**src/rtl/rej_sampler_pkg.sv**
```systemverilog
// Shared Kyber constants and the sampler FSM state type.
// Latency: n/a (declarations only).
// Backpressure: n/a.
package rej_sampler_pkg;

   localparam int KYBER_Q        = 3329;
   localparam int KYBER_N        = 256;
   localparam int COEF_W         = 12;
   localparam int WORD_W         = 96;
   localparam int WORDS_PER_POLY = 32;
   localparam int ADDR_W         = 9;

   typedef enum logic [1:0] {
      ST_IDLE = 2'd0,
      ST_RUN  = 2'd1,
      ST_DONE = 2'd2
   } state_t;

endpackage

```
**src/rtl/rej_parse.sv**
```systemverilog
// Byte-phase tracker: turns a byte stream into 12-bit candidates and flags those below Q.
// Latency: combinational candidate on the transfer cycle of bytes 1 and 2 of each triplet.
// Backpressure: state only advances when xfer is high; stalls hold all state.
// Ports: clk, rst, clear (restart at phase 0), xfer (byte handshake), in_byte,
//        cand_valid (accepted candidate this cycle), cand (candidate value).
module rej_parse
   import rej_sampler_pkg::*;
#(
   parameter int Q = KYBER_Q
) (
   input  logic                clk,
   input  logic                rst,
   input  logic                clear,
   input  logic                xfer,
   input  logic [7:0]          in_byte,
   output logic                cand_valid,
   output logic [COEF_W-1:0]   cand
);

   logic [1:0] phase;
   logic [7:0] b0;
   logic [3:0] nib;

   always_ff @(posedge clk or posedge rst) begin
      if (rst) begin
         phase <= 2'd0;
         b0    <= 8'd0;
         nib   <= 4'd0;
      end else if (clear) begin
         phase <= 2'd0;
      end else if (xfer) begin
         case (phase)
            2'd0: begin
               b0    <= in_byte;
               phase <= 2'd1;
            end
            2'd1: begin
               nib   <= in_byte[7:4];
               phase <= 2'd2;
            end
            default: phase <= 2'd0;
         endcase
      end
   end

   always_comb begin
      cand       = (phase == 2'd1) ? {in_byte[3:0], b0} : {in_byte, nib};
      // Phase 0 only stores a byte; it never produces a candidate.
      cand_valid = xfer && (phase != 2'd0) && (cand < COEF_W'(Q));
   end

endmodule

```
**src/rtl/rej_sampler.sv**
```systemverilog
// Uniform rejection sampler: packs accepted coefficients 8 per word, writes 32 words per polynomial.
// Latency: w_data_en one cycle after the transfer that fills slot 7; finish with the 32nd write.
// Backpressure: in_ready is a pure state decode (high in RUN); in_valid low stalls everything.
// Ports: clk, rst, start, w_addr_offset, in_byte/in_valid/in_ready (byte stream),
//        w_data/w_data_addr/w_data_en (RAM write port), finish.
module rej_sampler
   import rej_sampler_pkg::*;
#(
   parameter int Q       = KYBER_Q,
   parameter int N_WORDS = WORDS_PER_POLY
) (
   input  logic              clk,
   input  logic              rst,
   input  logic              start,
   input  logic [8:0]        w_addr_offset,
   input  logic [7:0]        in_byte,
   input  logic              in_valid,
   output logic              in_ready,
   output logic [95:0]       w_data,
   output logic [8:0]        w_data_addr,
   output logic              w_data_en,
   output logic              finish
);

   state_t              state, state_nxt;
   logic [2:0]          slot;
   logic [4:0]          word_cnt;
   logic [ADDR_W-1:0]   offset;
   logic [WORD_W-1:0]   pack;

   logic                clear, xfer, acc, word_full, last;
   logic [COEF_W-1:0]   cand;

   assign in_ready  = (state == ST_RUN);
   assign finish    = (state == ST_DONE);
   assign clear     = start && (state == ST_IDLE);
   assign xfer      = in_valid && in_ready;
   assign word_full = acc && (slot == 3'd7);
   assign last      = word_full && (word_cnt == 5'(N_WORDS - 1));

   rej_parse #(.Q(Q)) u_parse (
      .clk        (clk),
      .rst        (rst),
      .clear      (clear),
      .xfer       (xfer),
      .in_byte    (in_byte),
      .cand_valid (acc),
      .cand       (cand)
   );

   always_comb begin
      state_nxt = state;
      case (state)
         ST_IDLE: if (start) state_nxt = ST_RUN;
         ST_RUN:  if (last)  state_nxt = ST_DONE;
         ST_DONE: state_nxt = ST_IDLE;
         default: state_nxt = ST_IDLE;
      endcase
   end

   always_ff @(posedge clk or posedge rst) begin
      if (rst) begin
         state       <= ST_IDLE;
         slot        <= 3'd0;
         word_cnt    <= 5'd0;
         offset      <= '0;
         pack        <= '0;
         w_data      <= '0;
         w_data_addr <= '0;
         w_data_en   <= 1'b0;
      end else begin
         state     <= state_nxt;
         w_data_en <= word_full;
         if (clear) begin
            slot     <= 3'd0;
            word_cnt <= 5'd0;
            offset   <= w_addr_offset;
            pack     <= '0;
         end else if (acc) begin
            pack[slot*COEF_W +: COEF_W] <= cand;
            slot <= slot + 3'd1;
            if (word_full) begin
               // The eighth coefficient bypasses the pack register straight into the word.
               w_data      <= {cand, pack[7*COEF_W-1:0]};
               w_data_addr <= offset + ADDR_W'(word_cnt);
               word_cnt    <= word_cnt + 5'd1;
            end
         end
      end
   end

endmodule

```
**config.mk**
```make
export PLATFORM = sky130hd
export DESIGN_NAME = rej_sampler
export DESIGN_NICKNAME = d
export VERILOG_FILES = /design/src/rtl/rej_sampler_pkg.sv /design/src/rtl/rej_parse.sv /design/src/rtl/rej_sampler.sv
export SDC_FILE = /design/constraint.sdc
export NUM_CORES = 1
export LEC_CHECK = 0
export CORE_MARGIN = 3
export CORE_UTILIZATION = 38
export CTS_CLUSTER_DIAMETER = 50
export DETAILED_ROUTE_END_ITERATION = 10
export DONT_BUFFER_PORTS = 1
export MAX_ROUTING_LAYER = met4
export PLACE_DENSITY = 0.5
export SYNTH_ARGS = -nofsm -noshare
export SYNTH_HDL_FRONTEND = slang
export SYNTH_SLANG_ARGS = --single-unit
```
**constraint.sdc**
```tcl
create_clock -name clk -period 10.1 [get_ports clk]
set_input_delay 1.515 -clock clk [delete_from_list [all_inputs] [get_ports clk]]
set_output_delay 1.515 -clock clk [all_outputs]
set_load 0.02 [all_outputs]
```
==> metrics.csv <==
metric,value,unit
rsz0062_at_grt,no,
pwr-share-clk,28.7,%
cp_data_required_time,10490,ps
pwr-share-comb,39.7,%
n_antenna_cell,0,
fin_crit_sh,45.8,%
end_kind,flop,
die_w,173,um
synthFlopType,dfrtp_1,
postCtsHoldBufs,0,
routed_wirelength,31.5,mm
clk_path_buf_depth,3,
synth_area,0.0106,mm^2
synth_cell_type_count,67,
synthArstFlopShare,100,%
worstHoldPathType,reg -> reg,
dieArea,0.0299,mm^2
postLayoutSetupSlackWorst,5480,ps
holdWs,463,ps
cts_tree,built,
syn-num-nets,1159,
antenna_found_initial,0,
dp.cells,1448,
hpwl,21.5,mm
synth-seq-cells,223,
skew,11.3,ps
post-place-ws,5390,ps
status,"complete, no violations",
fin_cells,1502,
clk_pin_slew,60,ps
grt_usage,21.2,%
drc_errors,0,
slew_headroom,16.5,%
leakage,5.59,nW
synth_cells,1122,
numPortBuffers,0,
swShare,42.4,%
num_vias,8213,
rrSetupSlack,5480,ps
maxCapViolCount,0,
grt_max_degree,90,
worstSetupPathType,reg -> reg,
drive_gt1_share,10.3,%
setup_tns,0,ps
yosysWarnings,0,
routed_via_density,5.47,
finalSetupViolations,0,
gp_congestion,0.978,
wl_per_cell,21.0,um
overflow,0,
grt_pass1_vias,7923,
post-route-min-period,4620,ps
clock_latency,550,ps
pwr_density_cell,310,mW/mm^2
tightest_slew,1250,ps
nNetsFinal,1144,
h-tree-depth,1,
nFillCells,2680,
switching_power,1.57,mW
stdcell_area,0.0119,mm^2
yosysSeqAreaShare,52.7,%
postCtsSetupBuffers,0,
drtPass1Iterations,6,
root_buffer,clkbuf_16,
clock.fmax,216,MHz
syn2layout_area_growth,12.8,%
io_pins,129,
power,3.70,mW
initial_core_util,38.9,%
critPathMaxFanout,25,
die_h,173,um
worstSetupStartpointType,flop,
cts.sinks,223,
fin_util,43.9,%
synth_edf_count,0,
ctsResizeCount,0,
ant_nets,0,
slew_violations,0,
syn_area_per_cell,9.43,um^2
p_int,2.13,mW
worst_ep_arrival_time,5020,ps
ir_worst_vdd,0.142,mV
rows,60,
place_area,0.0109,mm^2
grt_first_pass_wirelength,49.4,mm
core_area,0.0272,mm^2
seq_power_share,31.6,%
drtIter0Drc,717,
finalHoldViolations,0,
cts_made_buffers,29,
==> cell usage after synthesis (5+ instances only) <==
library cell  instances  area, um^2
buf_2                16        80.1
a22oi_1              14         105
mux2_2               23         259
nor2_1               37         139
ha_1                 14         175
and3_1                7        43.8
dfrtp_1             223        5580
o21ai_1               6        30.0
or3_1                 7        43.8
nand2b_1              7        43.8
nor4_1                8        50.1
and2_1                8        50.1
o31ai_1              11        82.6
a32oi_1               5        43.8
o21ai_0              64         320
nand3_1              52         260
a21oi_1              24         120
nand4_1              10        62.6
a211oi_1             10        75.1
nand2_1             365        1370
nor3_1                6        30.0
mux2i_1              48         480
o22ai_1              14        87.6
inv_1                15        56.3
clkbuf_1             43         161
xnor2_1               6        52.6
nor2b_1               8        50.1
==> layout by cell type (no fill, tap or decap), types with 4 or more instances in the layout <==
| cell | count |
|---|---|
| a211oi_1 | 10 |
| a21oi_1 | 24 |
| a22oi_1 | 14 |
| a32oi_1 | 5 |
| and2_1 | 8 |
| and3_1 | 7 |
| buf_4 | 16 |
| clkbuf_1 | 5 |
| clkbuf_16 | 29 |
| clkbuf_8 | 7 |
| clkinv_2 | 5 |
| dfrtp_1 | 223 |
| ha_1 | 14 |
| inv_1 | 13 |
| mux2_2 | 23 |
| mux2i_1 | 48 |
| nand2_1 | 365 |
| nand2b_1 | 7 |
| nand3_1 | 51 |
| nand4_1 | 10 |
| nor2_1 | 37 |
| nor2b_1 | 7 |
| nor3_1 | 6 |
| nor3_2 | 4 |
| nor4_1 | 8 |
| o2111ai_1 | 4 |
| o21ai_0 | 64 |
| o21ai_1 | 6 |
| o22a_1 | 4 |
| o22ai_1 | 14 |
| o31ai_1 | 11 |
| or3_1 | 7 |
| xnor2_1 | 6 |
| xor2_1 | 4 |
==> metal layers <==
layer | vias to the layer above | global-route usage, % | part of all wire, %
li1 | 3850 | - | -
met1 | 4026 | 30.1 | 46
met2 | 276 | 31.5 | 45
met3 | 61 | 3.91 | 6.2
met4 | 0 | 5.30 | 2.8
met5 | - | - | 0
==> power by group through the flow <==
stage	combinational (mW)	sequential [mW]	clock, mW
global route	1.57	1.19	1.13
detailed placement	1.43	1.19	0
global placement	1.43	1.19	0
floorplan	0.997	1.15	0
finish	1.47	1.17	1.06
CTS	1.44	1.17	1.09
==> cell families (layout without fill, tap and decap cells) <==
kind of cell	Yosys count	in the layout	synth area share (%)
buf+inv	77	85	3.03
mux	73	73	7.34
xor+xnor	14	14	1.44
fa+ha+maj	16	16	2.03
simple gates	535	535	22.2
flops	223	223	52.7
compound gates	184	184	11.2
==> cell type report <==
type	instances	area (um^2)	share of cell area [%]
Clock buffer	41	841	7.04
Timing Repair Buffer	16	120	1.01
Tap cell	372	465	3.90
Clock inverter	13	166	1.39
Inverter	15	63.8	0.534
Sequential cell	223	5580	46.7
Multi-Input combinational cell	822	4700	39.4
==> critical path, stage by stage (launching register included) <==
cell      delay, ps
dfrtp_1         360
buf_4           220
ha_1            360
fa_1            790
nand2b_1        280
nor2_1           70
ha_1            840
nand2_1         440
nor4_2          880
o21ai_0         200
==> worst paths after layout <==
kind	cells past startpoint	startpoint	to
max	9	slot[0]$_DFFE_PP0P_	pack[33]$_DFFE_PP0P_
min	2	pack[13]$_DFFE_PP0P_	w_data[13]$_DFFE_PP0P_
max reg2reg	9	slot[0]$_DFFE_PP0P_	pack[33]$_DFFE_PP0P_
min reg2reg	2	pack[13]$_DFFE_PP0P_	w_data[13]$_DFFE_PP0P_
max in group asynchronous	2	rst	pack[69]$_DFFE_PP0P_
min in group asynchronous	1	rst	w_data[82]$_DFFE_PP0P_
==> sequential cells by signal, indices dropped and copies added, names as in the netlist <==
name	flops
state	2
offset	9
w_data	96
u_parse.phase	2
pack	84
u_parse.nib	4
w_data_en	1
word_cnt	5
u_parse.b0	8
w_data_addr	9
slot	3
Power figures use the tool's default switching activity.
